**src/rtl/piso_shifter.sv**
```systemverilog
// Parallel-in, serial-out shifter.
// Accepts a BIT_WIDTH word on a load handshake while idle and shifts it out
// one bit every TICK_DIV clocks on sout. sout_valid frames the data bits, and
// done pulses for one cycle after the last bit. led mirrors the shift register
// for on-board debug. Every output is decoded from registered state only, so
// din and load never reach an output combinationally.
module piso_shifter #(
  parameter int unsigned BIT_WIDTH = 8,    // word width, 2 or more
  parameter bit          MSB_FIRST = 1'b1, // 1: bit BIT_WIDTH-1 goes first
  parameter int unsigned TICK_DIV  = 1     // clocks per serial bit, 1 or more
) (
  input  logic                 clk,
  input  logic                 rst_n,
  input  logic [BIT_WIDTH-1:0] din,
  input  logic                 load,
  output logic                 ready,
  output logic                 sout,
  output logic                 sout_valid,
  output logic                 done,
  output logic [BIT_WIDTH-1:0] led
);

  // Counter widths. The divider counter keeps at least one bit so that the
  // TICK_DIV == 1 case still has a legal vector; it then stays at zero.
  localparam int unsigned CNT_W = $clog2(BIT_WIDTH);
  localparam int unsigned DIV_W = (TICK_DIV > 1) ? $clog2(TICK_DIV) : 1;

  localparam logic [CNT_W-1:0] LAST_BIT  = CNT_W'(BIT_WIDTH - 1);
  localparam logic [DIV_W-1:0] LAST_TICK = DIV_W'(TICK_DIV - 1);

  typedef enum logic [1:0] {
    IDLE  = 2'd0,
    SHIFT = 2'd1,
    DONE  = 2'd2
  } state_e;

  state_e                 state_q,   state_d;
  logic [BIT_WIDTH-1:0]   shreg_q,   shreg_d;
  logic [CNT_W-1:0]       bit_cnt_q, bit_cnt_d;
  logic [DIV_W-1:0]       div_cnt_q, div_cnt_d;

  logic                   last_tick;
  logic                   last_bit;
  logic                   head;
  logic [BIT_WIDTH-1:0]   shifted;

  // End-of-hold and end-of-frame flags. The counters stop at their terminal
  // values, so an equality compare is enough and they can never wrap.
  assign last_tick = (div_cnt_q == LAST_TICK);
  assign last_bit  = (bit_cnt_q == LAST_BIT);

  // Head bit and the register shifted one place toward the head, zero-filled.
  assign head    = MSB_FIRST ? shreg_q[BIT_WIDTH-1] : shreg_q[0];
  assign shifted = MSB_FIRST ? {shreg_q[BIT_WIDTH-2:0], 1'b0}
                             : {1'b0, shreg_q[BIT_WIDTH-1:1]};

  // State register.
  // NOTE: sequential blocks use non-blocking (<=) so every register samples
  // the pre-edge value of every other register, independent of block order.
  always_ff @(posedge clk or negedge rst_n) begin
    if (!rst_n) begin
      state_q <= IDLE;
    end else begin
      state_q <= state_d;
    end
  end

  // Next-state logic: IDLE -> SHIFT on load, SHIFT -> DONE after the hold of
  // the last bit, DONE -> IDLE unconditionally.
  // NOTE: every variable gets a default at the top of a comb block; a path
  // that leaves one unassigned would otherwise infer a latch.
  always_comb begin
    state_d = state_q;
    unique case (state_q)
      IDLE:    if (load) state_d = SHIFT;
      SHIFT:   if (last_tick && last_bit) state_d = DONE;
      DONE:    state_d = IDLE;
      default: state_d = IDLE;
    endcase
  end

  // Datapath next-state: capture din on acceptance, then count out each hold
  // and shift toward the head between bits. The last bit is not shifted, so
  // led keeps showing it until the next load.
  always_comb begin
    shreg_d   = shreg_q;
    bit_cnt_d = bit_cnt_q;
    div_cnt_d = div_cnt_q;
    unique case (state_q)
      IDLE: begin
        if (load) begin
          shreg_d   = din;
          bit_cnt_d = '0;
          div_cnt_d = '0;
        end
      end
      SHIFT: begin
        if (!last_tick) begin
          div_cnt_d = div_cnt_q + DIV_W'(1);
        end else if (!last_bit) begin
          shreg_d   = shifted;
          bit_cnt_d = bit_cnt_q + CNT_W'(1);
          div_cnt_d = '0;
        end
      end
      default: ;
    endcase
  end

  // Datapath registers.
  // NOTE: the shift register is a flat vector, not a memory array, so it is
  // reset along with the counters; led must read zero straight out of reset.
  always_ff @(posedge clk or negedge rst_n) begin
    if (!rst_n) begin
      shreg_q   <= '0;
      bit_cnt_q <= '0;
      div_cnt_q <= '0;
    end else begin
      shreg_q   <= shreg_d;
      bit_cnt_q <= bit_cnt_d;
      div_cnt_q <= div_cnt_d;
    end
  end

  // Output decode from state and registers only.
  always_comb begin
    ready      = 1'b0;
    sout_valid = 1'b0;
    sout       = 1'b0;
    done       = 1'b0;
    unique case (state_q)
      IDLE:  ready = 1'b1;
      SHIFT: begin
        sout_valid = 1'b1;
        sout       = head;
      end
      DONE:  done = 1'b1;
      default: ;
    endcase
  end

  assign led = shreg_q;

endmodule

```
**config.mk**
```make
export PLATFORM = sky130hd
export DESIGN_NAME = piso_shifter
export DESIGN_NICKNAME = d
export VERILOG_FILES = /design/src/rtl/piso_shifter.sv
export SDC_FILE = /design/constraint.sdc
export NUM_CORES = 1
export LEC_CHECK = 0
export ABC_AREA = 1
export CORE_MARGIN = 4
export CORE_UTILIZATION = 43
export DETAILED_ROUTE_END_ITERATION = 8
export PLACE_DENSITY = 0.86
export SLEW_MARGIN = 15
export SYNTH_ARGS = -nofsm -noshare
export SYNTH_HDL_FRONTEND = slang
export SYNTH_SLANG_ARGS = --single-unit
```
**constraint.sdc**
```tcl
create_clock -name clk -period 1.47 [get_ports clk]
set_input_delay 0.147 -clock clk [delete_from_list [all_inputs] [get_ports clk]]
set_output_delay 0.147 -clock clk [all_outputs]
set_load 0.02 [all_outputs]
```
==> flow_metrics.env, run 1 <==
export IMPL_finalCriticalPeriod_ns=1.42
export IMPL_crit_family="buffers and inverters"
export IMPL_hpwl_microns=1270
export IMPL_worst_pin_slew_ns=0.238
export IMPL_dpl_worst_slack_ns=0.0424
export IMPL_status="finished clean"
export IMPL_crit_start="led[4]$_DFFE_PN0P_"
export IMPL_drc=0
export IMPL_grt_overflow=0
export IMPL_cts_path_max_buffers=2
export IMPL_critical_path_buf_inv_count=1
export IMPL_finalHoldViolations=0
export IMPL_antenna_found_initial=0
export IMPL_diodes=0
export IMPL_grt_max_degree=14
export IMPL_syn_inst=87
export IMPL_synth_cell_types=12
export IMPL_drt_antenna_violating_nets=0
export IMPL_crit_fanout=3
export IMPL_coreArea_sq_mm=0.00149
export IMPL_ir_drop_uv=1440
export IMPL_critPathLaunchType="register"
export IMPL_rows=14
export IMPL_rrSetupSlack_ns=0.07
export IMPL_drt_iter0_markers=13
export IMPL_start_util_pct=45.4
export IMPL_chipWidth_microns=47.6
export IMPL_fin_ws_ns=0.0517
export IMPL_grt_pass1_vias=672
export IMPL_critPathMaxStageDelay_ns=0.62
export IMPL_setup_worst_path_end="led[4]"
export IMPL_power_uw=2040
export IMPL_dp_cells=127
export IMPL_holdWs_ns=0.165
export IMPL_end_kind="primary output"
export IMPL_relSlewSlack_pct=84.1
export IMPL_rsz0062_at_grt="true"
export IMPL_r2r_start="bit_cnt_q[0]$_DFFE_PN0P_"
export IMPL_fin_skew_ns=0.00497
export IMPL_worstSetupPathType="reg -> out"
export IMPL_grt_pass1_wl_microns=2750
export IMPL_drive_gt1_share_pct=13.0
export IMPL_reg2reg_to="bit_cnt_q[1]$_DFFE_PN0P_"
export IMPL_clkTransAtPathRegs_ns=0.08
export IMPL_nNetsFinal=129
export IMPL_slowest_stage="clkdlybuf4s50_1"
export IMPL_post_route_period_util_pct=96.5
export IMPL_post_drt_wl_per_cell_microns=12.7
export IMPL_vias=691
export IMPL_setup_viol=0
export IMPL_synth_area_sq_um=676
export IMPL_reg2regPathDepth=7
export IMPL_cts_tree="done"
export IMPL_ios=23
export IMPL_arrival_ns=1.27
export IMPL_avgSynthCellArea_sq_um=7.77
export IMPL_via_per_inst=5.27
export IMPL_yosys_warnings=0
export IMPL_port_buffers=22
export IMPL_cts_buffers=3
export IMPL_max_freq_mhz=705
export IMPL_place_gp_congestion=0.749
export IMPL_wirelength_microns=1660
export IMPL_cap_viol_max_count=0
export IMPL_die_h_microns=47.6
export IMPL_cts_sinks=13
export IMPL_clk_latency_ns=0.27
export IMPL_area_growth_synth_to_final_pct=41.7
export IMPL_worstPathRequired_ns=1.32
export IMPL_die_area_sq_mm=0.00227
export IMPL_power_density_mw_per_mm2=2130
export IMPL_worstHoldPathType="in -> async"
export IMPL_path_depth=1
export IMPL_place_area_sq_um=932
export IMPL_ys_seq_area_share_pct=48.1
export IMPL_firstDrtPassIters=4
export IMPL_power_leakage_uw=0.000523
export IMPL_cp_cell_sequence="clkdlybuf4s50_1"
export IMPL_fin_area_sq_um=957
export IMPL_fin_cells=131
export IMPL_clock_root_buffer="clkbuf_4"
export IMPL_synth_nets=100
export IMPL_ys_ff_latch=13
export IMPL_track_usage_pct=16.9
export IMPL_htree_levels=1
export IMPL_finalMaxSlewViolations=0
-- synth_stat cells --
master    n  share of area (%)
nand2_1  34                 19
buf_6     1                1.7
nand4_1   2                1.9
buf_4     2                2.2
nor2_1    4                2.2
ha_1      2                3.7
nand2_2   2                1.9
nand3_1  20                 15
dfrtp_1  13                 48
inv_1     4                2.2
nor2_2    1               0.93
buf_2     2                1.5
-- layout make-up --
type | count | area (sq um)
Sequential cell | 13 | 325
Inverter | 4 | 15.0
Tap cell | 16 | 20.0
Clock buffer | 4 | 26.3
Timing Repair Buffer | 29 | 267
Fill cell | 123 | 532
Multi-Input combinational cell | 65 | 304
-- per-stage QoR --
stage               TNS, ns  util [%]
floorplan                 0         -
global placement          0      62.6
detailed placement        0      62.6
CTS                       0      64.0
global route        -0.0138      64.3
finish                    0      64.3
-- state kept, by name, summed over array words and instances, names as in the netlist --
register / flops
bit_cnt_q: 3
led: 8
state_q: 2
-- layer usage --
metal | vias up | part of all wire [%] | global-route usage (%)
li1 | 337 | - | -
met5 | - | 0 | 0
met3 | 7 | 3.9 | 2.63
met2 | 20 | 48 | 25.9
met1 | 327 | 46 | 22.8
met4 | 0 | 2.8 | 9.14
-- cells by family after synthesis --
| logic type | count (synthesis) | share of synthesized area, % |
|---|---|---|
| fa+ha+maj | 2 | 3.70 |
| buf+inv | 9 | 7.59 |
| flops | 13 | 48.1 |
| simple gates | 63 | 40.6 |
-- worst min-delay path by stage --
| stage | startpoint | to | slack (ns) | cells after the start |
|---|---|---|---|---|
| after CTS | rst_n | led[0]$_DFFE_PN0P_ | 0.17 | 2 |
| final | rst_n | led[0]$_DFFE_PN0P_ | 0.17 | 2 |
| after detailed placement | rst_n | led[0]$_DFFE_PN0P_ | 0.47 | 2 |
| after floorplan | rst_n | bit_cnt_q[0]$_DFFE_PN0P_ | -0.15 | 0 |
| after global placement | rst_n | led[1]$_DFFE_PN0P_ | 0.47 | 2 |
| after global routing | rst_n | led[0]$_DFFE_PN0P_ | 0.19 | 2 |
-- repair_timing --
| action | CTS | global route |
|---|---|---|
| hold buffers | 0 | 0 |
| buffers inserted | 0 | 0 |
| gates resized for setup | 4 | 4 |
| setup endpoints to repair | 4 | 13 |
-- power by group --
part           switching, uW  total [uW]  internal, uW
combinational            686        1190           504
sequential               117         629           511
clock                    115         220           105
total                    919        2040          1120
-- layout by cell type, fill, tap and decap left out --
master,Yosys,final
nand2_1,34,34
clkbuf_1,0,1
nand3_1,20,19
clkdlybuf4s50_1,0,17
buf_4,2,7
ha_1,2,2
nor2_1,4,4
clkbuf_2,0,1
inv_1,4,4
dlygate4sd2_1,0,3
nand4_1,2,2
nor2_2,1,1
nand2_2,2,2
dlymetal6s2s_1,0,1
dfrtp_1,13,13
nand3_2,0,1
clkbuf_4,0,3
Note: power is estimated with default switching activity, not from simulation.
==> run 2: changes to the inputs <==
Settings changed: PLACE_DENSITY 0.86 to 0.76.
==> run 2 against run 1 <==
Combinational power about the same; clock power about the same; sequential share of layout area decreased by 1.1 points; cell count increased by 0.76%; global-route usage increased by 1.3 points; sequential cell count unchanged; worst hold slack improved by 0.0078 ns; setup slack got worse by 0.0052 ns; core utilization increased by 2.4 points; via count increased by 2.6%; first-iteration DRC count increased by 62%; clock skew decreased by 0.00073 ns.
==> flow_metrics.env, run 2 (synthesized netlist as in run 1, its figures left out) <==
export IMPL_status="finished clean"
export IMPL_arrival_ns=1.28
export IMPL_grt_pass1_wl_microns=2790
export IMPL_cap_viol_max_count=0
export IMPL_pwr_share_comb_pct=58.5
export IMPL_intPower_uw=1130
export IMPL_sequentialPowerShare_pct=30.9
export IMPL_largest_reg_flops=8
export IMPL_critPathMaxStageDelay_ns=0.62
export IMPL_critical_path_buf_inv_count=1
export IMPL_grt_max_degree=14
export IMPL_fin_ws_ns=0.0465
export IMPL_rrSetupSlack_ns=0.11
export IMPL_firstDrtPassIters=4
export IMPL_track_usage_pct=18.2
export IMPL_dpl_worst_slack_ns=-0.00631
export IMPL_clk_latency_ns=0.28
export IMPL_chipWidth_microns=47.6
export IMPL_nNetsFinal=130
export IMPL_worstHoldPathType="in -> async"
export IMPL_grt_overflow=0
export IMPL_ios=23
export IMPL_worstSetupPathType="reg -> out"
export IMPL_htree_levels=1
export IMPL_finalHoldViolations=0
export IMPL_rows=14
export IMPL_power_density_mw_per_mm2=2100
export IMPL_cts_tree="done"
export IMPL_worst_pin_slew_ns=0.233
export IMPL_diodes=0
export IMPL_finalMaxSlewViolations=0
export IMPL_fin_skew_ns=0.00423
export IMPL_drc=0
export IMPL_holdWs_ns=0.173
export IMPL_via_per_inst=5.37
export IMPL_crit_family="buffers and inverters"
export IMPL_dp_cells=128
export IMPL_hpwl_microns=1360
export IMPL_area_growth_synth_to_final_pct=46.9
export IMPL_fin_area_sq_um=992
export IMPL_vias=709
export IMPL_place_gp_congestion=0.839
export IMPL_start_util_pct=45.4
export IMPL_p_clk_share_pct=10.6
export IMPL_cts_setup_buffers=0
export IMPL_cp_cell_sequence="clkdlybuf4s50_1"
export IMPL_cts_sinks=13
export IMPL_drive_gt1_share_pct=16.4
export IMPL_port_buffers=22
export IMPL_postCtsHoldBufs=0
export IMPL_post_drt_wl_per_cell_microns=13.6
export IMPL_cts_buffers=3
export IMPL_final_cell_mix="nand2_1, nand3_1, dfrtp_1, clkdlybuf4s50_1, buf_4"
export IMPL_p_sw_share_pct=45.5
export IMPL_finalCriticalPeriod_ns=1.42
export IMPL_crit_fanout=3
export IMPL_critPathLaunchType="register"
export IMPL_post_route_period_util_pct=96.8
export IMPL_rsz0062_at_grt="true"
export IMPL_antenna_found_initial=0
export IMPL_clock_root_buffer="clkbuf_4"
export IMPL_drt_iter0_markers=21
export IMPL_relSlewSlack_pct=84.4
export IMPL_die_area_sq_mm=0.00227
export IMPL_drt_antenna_violating_nets=0
export IMPL_clkTransAtPathRegs_ns=0.08
export IMPL_worstPathRequired_ns=1.32
export IMPL_coreArea_sq_mm=0.00149
export IMPL_place_area_sq_um=940
export IMPL_layout_commonest_cell="nand2_1"
export IMPL_slowest_stage="clkdlybuf4s50_1"
export IMPL_wirelength_microns=1800
export IMPL_power_leakage_uw=0.000594
export IMPL_setup_viol=0
export IMPL_grt_pass1_vias=644
export IMPL_max_freq_mhz=703
export IMPL_fin_cells=132
export IMPL_die_h_microns=47.6
export IMPL_switching_power_uw=946
export IMPL_end_kind="primary output"
export IMPL_ir_drop_uv=1290
export IMPL_cts_path_max_buffers=2
[run 2: timing repair]
action | in CTS | in global routing
endpoints found under the setup margin | 9 | 19
resized for setup | 6 | 12
hold endpoints to repair | 0 | 0
cloned | 0 | 0
[run 2: per-layer routing]
layer  vias to the layer above  track usage [%]  wire, microns
li1                        339                -              -
met1                       344             23.3            744
met2                        24             28.1            935
met3                         2             8.27            109
met4                         0             4.84             12
met5                         -                0              0
[run 2: worst paths after layout]
| check | depth (start not counted) | start | to |
|---|---|---|---|
| setup / recovery | 1 | led[0]$_DFFE_PN0P_ | led[0] |
| hold / removal | 2 | rst_n | bit_cnt_q[2]$_DFFE_PN0P_ |
| setup reg to reg | 7 | bit_cnt_q[0]$_DFFE_PN0P_ | led[1]$_DFFE_PN0P_ |
| hold reg to reg | 2 | bit_cnt_q[2]$_DFFE_PN0P_ | bit_cnt_q[2]$_DFFE_PN0P_ |
| max in group asynchronous | 2 | rst_n | state_q[0]$_DFFE_PN0P_ |
| min in group clk | 3 | din[0] | led[0]$_DFFE_PN0P_ |
[run 2: per-stage QoR]
step | util (%) | TNS, ns | power, uW
after floorplan | - | 0 | 1370
after global routing | 66.6 | -0.00700 | 2260
final | 66.6 | 0 | 2080
after detailed placement | 63.1 | -0.00631 | 1870
after global placement | 63.1 | 0 | 1820
after CTS | 65.0 | 0 | 2070
[run 2: final cells by class]
class,instances,area (sq um)
inverter,4,15.0
clock buffer,3,22.5
sequential,13,327
tap,16,20.0
multi-input combinational,65,312
timing repair buffer,30,292
clock inverter,1,5.00
fill,134,497
[run 2: power by group through the flow]
stage               clock network (uW)  logic [uW]  registers [uW]
floorplan                            0         649             718
detailed placement                   0        1220             650
CTS                                223        1200             646
global placement                     0        1180             646
finish                             220        1220             643
global route                       244        1350             663
==> run 3: changes to the inputs <==
Settings changed: CORE_MARGIN 4 to unset.
==> run 3 against run 2 <==
Global-route usage grew 1.3 points; final area shrank 0.50%; setup slack is essentially flat; clock power grew 3%; clock-buffer cell count grew 1; die area shrank 24%; sequential share of layout area is essentially flat; critical path type unchanged; highest routed layer unchanged.
==> flow_metrics.env, run 3 (synthesized netlist as in run 1, its figures left out) <==
export IMPL_slowest_stage="clkdlybuf4s50_1"
export IMPL_rows=13
export IMPL_die_h_microns=41.6
export IMPL_ios=23
export IMPL_cts_tree="done"
export IMPL_chipWidth_microns=41.6
export IMPL_ir_drop_uv=1030
export IMPL_reg2reg_to="led[6]$_DFFE_PN0P_"
export IMPL_wirelength_microns=1520
export IMPL_cp_cell_sequence="clkdlybuf4s50_1"
export IMPL_start_util_pct=48.9
export IMPL_power_uw=2090
export IMPL_cts_buffers=3
export IMPL_end_kind="primary output"
export IMPL_largest_reg_flops=8
export IMPL_die_area_sq_mm=0.00173
export IMPL_cts_setup_buffers=0
export IMPL_vias=661
export IMPL_path_depth=1
export IMPL_crit_family="buffers and inverters"
export IMPL_power_leakage_uw=0.000530
export IMPL_cap_viol_max_count=0
export IMPL_drive_gt1_share_pct=16.8
export IMPL_critPathMaxStageDelay_ns=0.61
export IMPL_worst_pin_slew_ns=0.243
export IMPL_dpl_worst_slack_ns=-0.00825
export IMPL_worstHoldPathType="in -> async"
export IMPL_setup_viol=0
export IMPL_grt_max_degree=14
export IMPL_cts_path_max_buffers=2
export IMPL_post_route_period_util_pct=96.8
export IMPL_status="finished clean"
export IMPL_diodes=0
export IMPL_hpwl_microns=1120
export IMPL_port_buffers=22
export IMPL_area_sequential_sq_um=325
export IMPL_cts_sinks=13
export IMPL_firstDrtPassIters=5
export IMPL_r2r_start="bit_cnt_q[0]$_DFFE_PN0P_"
export IMPL_drt_iter0_markers=23
export IMPL_coreArea_sq_mm=0.00138
export IMPL_place_gp_congestion=0.744
export IMPL_fill_cells=124
export IMPL_crit_start="led[3]$_DFFE_PN0P_"
export IMPL_finalMaxSlewViolations=0
export IMPL_power_density_mw_per_mm2=2120
export IMPL_fin_ws_ns=0.0463
export IMPL_clkTransAtPathRegs_ns=0.08
export IMPL_layout_commonest_cell="nand2_1"
export IMPL_rrSetupSlack_ns=0.10
export IMPL_nNetsFinal=133
export IMPL_track_usage_pct=19.5
export IMPL_arrival_ns=1.28
export IMPL_htree_levels=1
export IMPL_finalCriticalPeriod_ns=1.42
export IMPL_dp_cells=130
export IMPL_reg2regPathDepth=7
export IMPL_finalHoldViolations=0
export IMPL_fin_cells=134
export IMPL_rsz0062_at_grt="false"
export IMPL_crit_fanout=3
export IMPL_via_per_inst=4.93
export IMPL_grt_pass1_vias=592
export IMPL_grt_overflow=0
export IMPL_cts_resized=7
export IMPL_worstPathRequired_ns=1.32
export IMPL_clock_root_buffer="clkbuf_4"
export IMPL_fin_skew_ns=0.00171
export IMPL_clk_latency_ns=0.28
export IMPL_grt_pass1_wl_microns=2560
export IMPL_antenna_found_initial=0
export IMPL_postCtsHoldBufs=0
export IMPL_final_cell_mix="nand2_1, nand3_1, clkdlybuf4s50_1, dfrtp_1, buf_4"
export IMPL_area_growth_synth_to_final_pct=46.1
export IMPL_multi_input_comb_area_sq_um=312
export IMPL_worstSetupPathType="reg -> out"
export IMPL_critPathLaunchType="register"
export IMPL_max_freq_mhz=702
export IMPL_drc=0
export IMPL_critical_path_buf_inv_count=1
export IMPL_post_drt_wl_per_cell_microns=11.4
export IMPL_drt_antenna_violating_nets=0
export IMPL_relSlewSlack_pct=83.7
[run 3: changes by cell type in the layout (fill, tap and decap cells not counted), sizes merged]
cell	before	now
clkdlybuf4s50	12	18
dlymetal6s2s	6	0
clkdlybuf4s15	1	0
clkinv	1	0
clkbuf	4	5
buf	8	12
[run 3: how the worst max path moves through the flow]
stage	to	slack (ns)
after floorplan	led[1]$_DFFE_PN0P_	0.13
after global placement	led[6]$_DFFE_PN0P_	0.02
after detailed placement	led[7]$_DFFE_PN0P_	-0.008
after CTS	sout_valid	0.01
after global routing	led[1]	0.005
final	led[3]	0.05
[run 3: layer usage]
| metal | wire length (microns) | global-route usage (%) | vias up |
|---|---|---|---|
| li1 | - | - | 346 |
| met1 | 719 | 26.5 | 290 |
| met2 | 698 | 30.6 | 21 |
| met3 | 79 | 2.61 | 4 |
| met4 | 24 | 9.68 | 0 |
| met5 | 0 | 0 | - |
[run 3: metrics by stage]
stage | utilization, % | setup TNS [ns] | hold slack [ns] | instance area [sq um]
floorplan | - | 0 | -0.149 | 676
global placement | 69.5 | 0 | 0.466 | 961
detailed placement | 69.5 | -0.0353 | 0.471 | 961
CTS | 71.6 | 0 | 0.164 | 990
global route | 71.4 | 0 | 0.193 | 987
finish | 71.4 | 0 | 0.161 | 987
[run 3: report_power, final]
part           switching [uW]  internal (uW)
Combinational             680            561
Clock                     121            105
Sequential                113            511
[run 3: worst reg2reg max path, stage by stage, from the launching register on]
cell and delay [ns]:
dfrtp_1 0.40, ha_1 0.20, ha_1 0.17, inv_1 0.10
nand3_4 0.11, buf_4 0.17, nand3_1 0.06, nand2_1 0.05
[run 3: final cells by class]
type                    count  share of cell area (%)
inverters                   4                    1.52
repair buffers             33                    29.4
flip-flops and latches     13                    33.0
well taps                  15                    1.90
multi-input cells          65                    31.6
clock buffers               4                    2.66
